### src/rtl/noc_local_arbiter.sv
// noc_local_arbiter: packet-atomic round-robin arbiter that shares one
// NoC local injection port among N_REQ requesters.
//
// Ports:
//   clk, rst            clock, async active-low reset
//   i_req_data          flit of requester k at [k*FLIT_W +: FLIT_W]
//   i_req_valid/_last   per-requester valid and end-of-packet
//   o_req_ready         per-requester flit consumed this cycle
//   o_sdata, o_svalid   flit and credit-qualified valid to router
//   i_scredit           router local input can take a flit
//   o_grant, o_busy     one-hot owner, packet in progress
//   o_pkt_count         completed packets, wraps at 16 bits
//   o_timeout_err       sticky stall error
//
// Optional: define NOC_ARB_TIMEOUT_EN to release a stalled owner after
// TIMEOUT cycles without a valid flit; otherwise o_timeout_err is 0.

module noc_local_arbiter #(
    parameter int N_REQ   = 4,
    parameter int FLIT_W  = 16,
    parameter int TIMEOUT = 255
) (
    input  logic                      clk,
    input  logic                      rst,
    input  logic [N_REQ*FLIT_W-1:0]   i_req_data,
    input  logic [N_REQ-1:0]          i_req_valid,
    input  logic [N_REQ-1:0]          i_req_last,
    output logic [N_REQ-1:0]          o_req_ready,
    output logic [FLIT_W-1:0]         o_sdata,
    output logic                      o_svalid,
    input  logic                      i_scredit,
    output logic [N_REQ-1:0]          o_grant,
    output logic                      o_busy,
    output logic [15:0]               o_pkt_count,
    output logic                      o_timeout_err
);

    localparam int IDX_W = $clog2(N_REQ);

    typedef enum logic {
        IDLE,
        GRANT
    } state_e;

    state_e             state_q, state_d;
    logic [N_REQ-1:0]   grant_q, grant_d;
    logic [IDX_W-1:0]   owner_q, owner_d;
    logic [IDX_W-1:0]   rr_ptr_q, rr_ptr_d;
    logic [15:0]        pkt_cnt_q, pkt_cnt_d;

    logic               in_grant;
    logic               own_valid;
    logic               own_last;
    logic               xfer;
    logic               pick_found;
    logic [IDX_W-1:0]   pick_idx;
    logic               expire;

    assign in_grant  = (state_q == GRANT);
    assign own_valid = i_req_valid[owner_q];
    assign own_last  = i_req_last[owner_q];
    // Credit is the router's ready: a flit moves only when both agree.
    assign xfer      = in_grant & own_valid & i_scredit;

    // Search starts one past the last winner so the previous owner
    // is considered last.
    always_comb begin : pick
        logic [IDX_W-1:0] cand;
        int               j;
        pick_found = 1'b0;
        pick_idx   = rr_ptr_q;
        cand       = '0;
        j          = 0;
        for (int i = 1; i <= N_REQ; i++) begin
            j = int'(rr_ptr_q) + i;
            if (j >= N_REQ) begin
                j = j - N_REQ;
            end
            cand = IDX_W'(j);
            if (!pick_found && i_req_valid[cand]) begin
                pick_found = 1'b1;
                pick_idx   = cand;
            end
        end
    end

`ifdef NOC_ARB_TIMEOUT_EN
    localparam logic [7:0] STALL_LAST = 8'(TIMEOUT - 1);

    logic [7:0] stall_q, stall_d;
    logic       err_q, err_d;
    logic       stall;

    // Only owner starvation counts; credit back-pressure is the router's.
    assign stall  = in_grant & ~own_valid & i_scredit;
    assign expire = stall & (stall_q == STALL_LAST);

    always_comb begin
        stall_d = stall_q;
        err_d   = err_q;
        if (!in_grant || xfer) begin
            stall_d = '0;
        end else if (stall) begin
            stall_d = stall_q + 8'd1;
        end
        if (expire) begin
            err_d = 1'b1;
        end
    end

    always_ff @(posedge clk or negedge rst) begin
        if (!rst) begin
            stall_q <= '0;
            err_q   <= 1'b0;
        end else begin
            stall_q <= stall_d;
            err_q   <= err_d;
        end
    end

    assign o_timeout_err = err_q;
`else
    assign expire        = 1'b0;
    assign o_timeout_err = 1'b0;
`endif

    always_comb begin
        state_d   = state_q;
        grant_d   = grant_q;
        owner_d   = owner_q;
        rr_ptr_d  = rr_ptr_q;
        pkt_cnt_d = pkt_cnt_q;
        unique case (state_q)
            IDLE: begin
                if (pick_found) begin
                    state_d  = GRANT;
                    grant_d  = N_REQ'(1) << pick_idx;
                    owner_d  = pick_idx;
                    rr_ptr_d = pick_idx;
                end
            end
            GRANT: begin
                if (xfer && own_last) begin
                    state_d   = IDLE;
                    grant_d   = '0;
                    pkt_cnt_d = pkt_cnt_q + 16'd1;
                end else if (expire) begin
                    state_d = IDLE;
                    grant_d = '0;
                end
            end
            default: begin
                state_d = IDLE;
                grant_d = '0;
            end
        endcase
    end

    always_ff @(posedge clk or negedge rst) begin
        if (!rst) begin
            state_q   <= IDLE;
            grant_q   <= '0;
            owner_q   <= '0;
            rr_ptr_q  <= IDX_W'(N_REQ - 1);
            pkt_cnt_q <= '0;
        end else begin
            state_q   <= state_d;
            grant_q   <= grant_d;
            owner_q   <= owner_d;
            rr_ptr_q  <= rr_ptr_d;
            pkt_cnt_q <= pkt_cnt_d;
        end
    end

    assign o_busy      = in_grant;
    assign o_grant     = grant_q;
    assign o_svalid    = xfer;
    assign o_req_ready = xfer ? grant_q : '0;
    assign o_sdata     = in_grant ? i_req_data[owner_q*FLIT_W +: FLIT_W]
                                  : '0;
    assign o_pkt_count = pkt_cnt_q;

endmodule

### config.mk
export PLATFORM = sky130hd
export DESIGN_NAME = noc_local_arbiter
export DESIGN_NICKNAME = d
export VERILOG_FILES = /design/src/rtl/noc_local_arbiter.sv
export SDC_FILE = /design/constraint.sdc
export NUM_CORES = 1
export LEC_CHECK = 0
export ABC_AREA = 1
export BUFFER_PORTS_ARGS = -buffer_cell sky130_fd_sc_hd__buf_4
export CAP_MARGIN = 20
export CELL_PAD_IN_SITES_DETAIL_PLACEMENT = 2
export CELL_PAD_IN_SITES_GLOBAL_PLACEMENT = 2
export CORE_ASPECT_RATIO = 1.75
export CORE_UTILIZATION = 22
export CTS_CLUSTER_DIAMETER = 50
export DETAILED_ROUTE_END_ITERATION = 12
export PLACE_DENSITY = 0.8
export SKIP_LAST_GASP = 1
export SYNTH_ARGS = -nofsm -noshare
export SYNTH_HDL_FRONTEND = slang
export SYNTH_SLANG_ARGS = --single-unit
### constraint.sdc
create_clock -name clk -period 2 [get_ports clk]
set_input_delay 0.4 -clock clk [delete_from_list [all_inputs] [get_ports clk]]
set_output_delay 0.4 -clock clk [all_outputs]
set_load 0.01 [all_outputs]
==> metrics.md, run 1 <==
| Metric | Value |
|---|---|
| Status | `finished clean` |
| Met3 Wirelength | `roughly 410 um` |
| Vias | `about 2900` |
| Synth cell types | `34` |
| Yosys top cell by area | `dfrtp_1` |
| Syn nets | `440` |
| Hold WC Path Type | `input pin to asynchronous set/reset pin` |
| Peak supply drop | `roughly 500 uV` |
| Asr flop ratio synth | `1.000` |
| Mapped Cells | `364` |
| CTS H-tree lvls | `1` |
| FF-to-FF Start | `rr_ptr_q[0]` |
| Post-synthesis sequential area ratio | `0.2797` |
| Antenna viol nets, final | `0` |
| Highest Signal Layer | `met4` |
| Vias/cell | `around 4.8` |
| Ys flop type | `dfrtp_1` |
| Clock skew | `0.007190 ns` |
| Comb power frac | `0.707` |
| R2r setup slk | `0.20 ns` |
| Share of layout cells above drive strength 1 | `0.3437` |
| WL/cell | `~16 um` |
| Area after DPL | `3241 sq um` |
| Overflow after GRT | `0` |
| Startpoint class of the critical path | `flop` |
| EDFF count, synth | `0` |
| CP Class | `flop to primary output` |
| Clock power share | `0.101` |
| Clk root buf | `clkbuf_16` |
| RR Endpoint | `owner_q[0]` |
| CTS tree | `done` |
| Avg Inst Size Synth | `6.170 sq um` |
| Area delta synth->final | `51.87%` |
| Largest net degree at the start of global routing | `33` |
| Num ports | `118` |
| Clock Latency Late Sink | `0.27 ns` |
| Port bufs | `between 100 and 150` |
| Sequential power share | `0.192` |
| First-pass GRT wire length | `between 15000 and 20000 um` |
| Clock buffer count from CTS | `3` |
| Setup TNS | `0 ns` |
| Max FO, Critical Path | `7` |
| Max-slew violation count | `0` |
| Fillers | `between 1000 and 1500` |
| Final net count | `560` |
| Fin. Hold Viols | `0` |
| N_diodes | `0` |
| Routed wire length | `9928 um` |
| Design area | `~3400 sq um` |
| DR iter-0 viols | `59` |
| Die ar. | `10630 sq um` |
| Initial Utilization | `0.2266` |
| Sw Share | `0.5042` |
| Crit path time final | `1.929 ns` |
| Core Rows | `48` |
| Placed cells | `597` |
| Reg2reg path depth | `11` |
| Worst-path clk slew | `0.07 ns` |
| Final GP Congestion | `0.8344` |
| Yosys top cell area share | `0.2563` |
| Antenna violations before repair | `0` |
| Critical Path AT | `1.53 ns` |
| Pwr/cell area | `1404 nW/um^2` |
| Max_cap viols | `0` |
| Synth area leaders | `dfrtp_1 26%, nand2_1 15%, nor2_1 13%` |
| Yosys warns | `0` |
| Detailed Routing Iterations Pass 1 | `4` |
| Layout Cells excl Fill | `608` |
| Sink Count | `25` |
| GRT Util Overall | `0.1903` |
| Fmax | `a little over 500 MHz` |
| Period utilization | `0.9647` |
| Post-CTS Hold Fix Bufs | `0` |
| Vias in the first global route | `3231` |
| DRC viols | `0` |
| RSZ-0062 raised after global routing | `true` |
| DIE WIDTH | `78.38 um` |
| Mapped Area | `between 2000 and 2500 sq um` |
| Crit path required time | `1.60 ns` |
| Routed met1 length | `3506 um` |
| Worst setup EP type | `primary output` |
| Switch Pwr | `about 2.4 mW` |
| P_int | `2.374 mW` |
| Number of synthesized register bits | `25` |
| Wire length on met2 | `5802 um` |
| Detailed placement HPWL | `8000 um` |
| Core area | `9910 sq um` |
| Final setup violation count | `0` |
| CTS Buffer Depth | `2` |
| Static leakage | `~1.7 nW` |
| Die Span Y | `~140 um` |
## timing repair
item / CTS / global route
buffers inserted: 2 / 5
gates resized for setup: 4 / 12
setup endpoints to repair: 20 / 22
hold endpoints to repair: 0 / 0
## cells in the final DEF, fill, tap and decap left out, types with 5 or more instances in the layout
cell	n
o21ai_0	42
nand3_1	20
nand2_2	5
a21oi_1	16
nand2_1	90
inv_2	5
buf_4	128
o21ai_1	6
nor3_1	8
xor2_1	11
dfrtp_1	21
inv_1	18
nor2_1	74
## final cells by class
type                            count  area, sq um  area share
Sequential cell                    25        630.6      0.1849
Timing Repair Buffer              131         1007      0.2953
Clock inverter                      1        8.758    0.002568
Tap cell                          125        156.4     0.04585
Clock buffer                        3        75.07     0.02201
Multi-Input combinational cell    296         1421      0.4167
Inverter                           27        111.4     0.03265
## Yosys cell counts (5+ instances only)
cell type  count
a21oi_1       16
clkbuf_1       7
dfrtp_1       23
inv_1         19
nand2_1       90
nand2_2        5
nand3_1       20
nor2_1        77
nor3_1         8
o21ai_0       45
xor2_1        11
## worst max-delay path, cell delays in order, from the launching register on
cell and delay [ns]:
dfrtp_2 0.49, clkinv_4 0.10, nand2_2 0.05, nand3_2 0.05, nand3_2 0.08, a31oi_4 0.19, inv_2 0.09, nor2_1 0.09
buf_4 0.12
## power by group through the flow
stage	Clock, mW	Sequential [mW]	Combinational [mW]
after global routing	0.513	0.952	3.78
final	0.484	0.920	3.39
after CTS	0.492	0.943	3.33
after detailed placement	0	0.941	3.27
after floorplan	0	0.875	2.02
after global placement	0	0.925	3.15
## state kept, by name (all words and copies together) (netlist names)
signal	cells
o_pkt_count	16
o_grant	4
owner_q	2
rr_ptr_q	2
o_busy	1
## kinds of logic after synthesis
logic type | after synthesis | share of synthesized area
flops | 25 | 0.2797
simple gates | 211 | 0.4017
fa+ha+maj | 1 | 0.005570
other cells | 1 | 0.001670
buf+inv | 43 | 0.09081
xor+xnor | 15 | 0.05849
compound gates | 68 | 0.1621
## layer usage
| layer | GRT usage | vias up |
|---|---|---|
| met5 | 0 | - |
| met4 | 0.05761 | 0 |
| met3 | 0.02559 | 15 |
| met2 | 0.3942 | 84 |
| met1 | 0.1875 | 1400 |
| li1 | - | 1405 |
## worst max-delay path by stage
| stage | start | end | depth (start not counted) |
|---|---|---|---|
| floorplan | owner_q[0] | o_req_ready[0] | 8 |
| global placement | owner_q[0] | o_sdata[1] | 6 |
| detailed placement | rr_ptr_q[1] | owner_q[0] | 11 |
| CTS | owner_q[0] | o_req_ready[1] | 8 |
| global route | owner_q[0] | o_sdata[1] | 6 |
| finish | owner_q[0] | o_req_ready[0] | 8 |
## stage by stage
step	power, mW	utilization	worst slack, ns	hold slack, ns
after floorplan	2.894	-	0.3648	0.1044
after global placement	4.070	0.3270	0.1529	0.3366
after detailed placement	4.215	0.3270	0.1353	0.3380
after CTS	4.761	0.3380	0.01778	0.04436
after global routing	5.244	0.3442	-0.02271	0.05667
final	4.789	0.3442	0.07055	0.03087
Note: power is estimated with default switching activity, not from simulation.
==> run 2: changes to the inputs <==
--- a/config.mk
+++ b/config.mk
@@ -10,7 +10,8 @@
 export CAP_MARGIN = 20
 export CELL_PAD_IN_SITES_DETAIL_PLACEMENT = 2
 export CELL_PAD_IN_SITES_GLOBAL_PLACEMENT = 2
-export CORE_ASPECT_RATIO = 1.75
+export CORE_ASPECT_RATIO = 0.8
+export CORE_MARGIN = 2
 export CORE_UTILIZATION = 22
 export CTS_CLUSTER_DIAMETER = 50
 export DETAILED_ROUTE_END_ITERATION = 12
==> metrics.md, run 2 (same netlist as run 1, synthesis figures left out) <==
| Metric | Value |
|---|---|
| Status | `finished clean` |
| Routed wire length | `9869 um` |
| RSZ-0062 raised after global routing | `true` |
| Final net count | `560` |
| Vias in the first global route | `3144` |
| Startpoint class of the critical path | `flop` |
| Critical path startpoint | `owner_q[0]` |
| Hold WC Path Type | `input pin to asynchronous set/reset pin` |
| Max-slew violation count | `0` |
| Final setup margin | `between 0.07 and 0.08 ns` |
| DIE WIDTH | `approximately 120 um` |
| Sequential Area | `629.4 sq um` |
| FF-to-FF Start | `o_pkt_count[0]` |
| Core area | `9769 sq um` |
| Max FFs per register | `16` |
| Sink Count | `25` |
| Port bufs | `116` |
| Overflow after GRT | `0` |
| Final setup violation count | `0` |
| Clock buffer count from CTS | `3` |
| Max_cap viols | `0` |
| Post-CTS Hold Fix Bufs | `0` |
| Fin. Hold Viols | `0` |
| Max FO, Critical Path | `6` |
| DRC viols | `0` |
| Commonest cells after routing, fill and taps aside | `126 x buf_4, 90 x nand2_1, 73 x nor2_1, 42 x o21ai_0, 22 x dfrtp_1` |
| Area delta synth->final | `52.26%` |
| Vias | `2823` |
| First-pass GRT wire length | `15930 um` |
| Worst-path clk slew | `0.07 ns` |
| Largest net degree at the start of global routing | `26` |
| WHS | `0.03258 ns` |
| WL/cell | `15.94 um` |
| Fmax | `520.6 MHz` |
| DR iter-0 viols | `80` |
| Dpl ws | `between 0.1 and 0.15 ns` |
| Num ports | `between 100 and 150` |
| Crit path required time | `1.60 ns` |
| Pwr/cell area | `1397 nW/um^2` |
| CTS tree | `done` |
| Detailed Routing Iterations Pass 1 | `4` |
| Die ar. | `11040 sq um` |
| Fillers | `1208` |
| Core Rows | `32` |
| CP Class | `flop to primary output` |
| Die Span Y | `94.37 um` |
| Clock skew | `between 0.004 and 0.005 ns` |
| Final GP Congestion | `0.8104` |
| Most common cell after layout, fill and taps aside | `buf_4` |
| Multi-input logic area | `1424 sq um` |
| N_diodes | `0` |
| Static leakage | `1.699 nW` |
| CTS Buffer Depth | `2` |
| Detailed placement HPWL | `7927 um` |
| Antenna violations before repair | `0` |
| Vias/cell | `4.561` |
| Clock Latency Late Sink | `~0.26 ns` |
| CTS H-tree lvls | `1` |
| Peak supply drop | `479.2 uV` |
| Worst setup EP type | `primary output` |
| Clk root buf | `clkbuf_16` |
| Crit path time final | `just under 2 ns` |
| Reg2reg path depth | `6` |
| Period utilization | `0.9604` |
| Antenna viol nets, final | `0` |
| Initial Utilization | `0.2299` |
| GRT Util Overall | `0.1835` |
| Critical Path AT | `1.52 ns` |
| Share of layout cells above drive strength 1 | `0.3437` |
## run 2: cell count changes in the layout (fill, tap and decap cells not counted)
cell | before | now
buf_2 | 0 | 1
buf_4 | 128 | 126
dfrtp_2 | 2 | 1
clkinv_2 | 0 | 1
inv_6 | 1 | 0
nor2_1 | 74 | 73
dfrtp_1 | 21 | 22
nor2_2 | 4 | 5
buf_8 | 1 | 0
buf_6 | 1 | 3
## run 2: worst paths after layout
| kind | end | slack [ns] |
|---|---|---|
| worst max-delay path | o_req_ready[0] | 0.08 |
| worst min-delay path | o_pkt_count[7] | 0.03 |
| worst max register to register | o_pkt_count[14] | 0.23 |
| worst min register to register | o_pkt_count[15] | 0.55 |
| max in group asynchronous | rr_ptr_q[0] | 1.66 |
| min in group clk | o_pkt_count[15] | 0.55 |
## run 2: where the power goes
| group | switching [mW] | leakage (nW) | internal, mW | total [mW] |
|---|---|---|---|---|
| Combinational | 1.99 | 1.34 | 1.40 | 3.40 |
| Sequential | 0.229 | 0.321 | 0.689 | 0.918 |
| Clock | 0.192 | 0.0409 | 0.270 | 0.462 |
## run 2: layer usage
metal / wire [um] / global-route usage / part of all wire / vias up
met2: 5251 / 0.3459 / 0.53 / 30
met1: 4270 / 0.2238 / 0.43 / 1374
met3: 130 / 0.01733 / 0.013 / 14
li1: - / - / - / 1405
met4: 216 / 0.04412 / 0.022 / 0
met5: 0 / 0 / 0 / -
## run 2: area by class of cell
cell class              count  share of cell area
inverters                  27             0.03257
well taps                 136             0.04976
repair buffers            131              0.2938
multi-input cells         296              0.4164
clock inverters             1            0.001464
clock buffers               3             0.02195
flip-flops and latches     25              0.1840
## run 2: metrics by stage
stage	setup TNS (ns)	total power, mW	util	instances	cell area [sq um]
6_report	0	4.776	0.3500	619	3420
5_1_grt	-0.06055	5.252	0.3500	619	3420
4_1_cts	0	4.723	0.3438	615	3358
3_5_place_dp	0	4.210	0.3331	608	3254
3_3_place_gp	0	4.063	0.3331	608	3254
2_1_floorplan	0	2.894	-	364	2246
## run 2: repair_timing
item | in CTS | in global routing
setup buffers | 3 | 3
endpoints found under the setup margin | 12 | 17
pin swaps | 0 | 1
gates resized for setup | 1 | 15
hold endpoints to repair | 0 | 0
gates cloned | 0 | 1
## run 2: critical path: stages (launching register included)
cell      delay (ns)
dfrtp_2         0.48
clkinv_4        0.10
nand2_2         0.05
nand3_2         0.06
nand3_2         0.08
a31oi_4         0.19
inv_2           0.09
nor2_1          0.09
buf_4           0.12
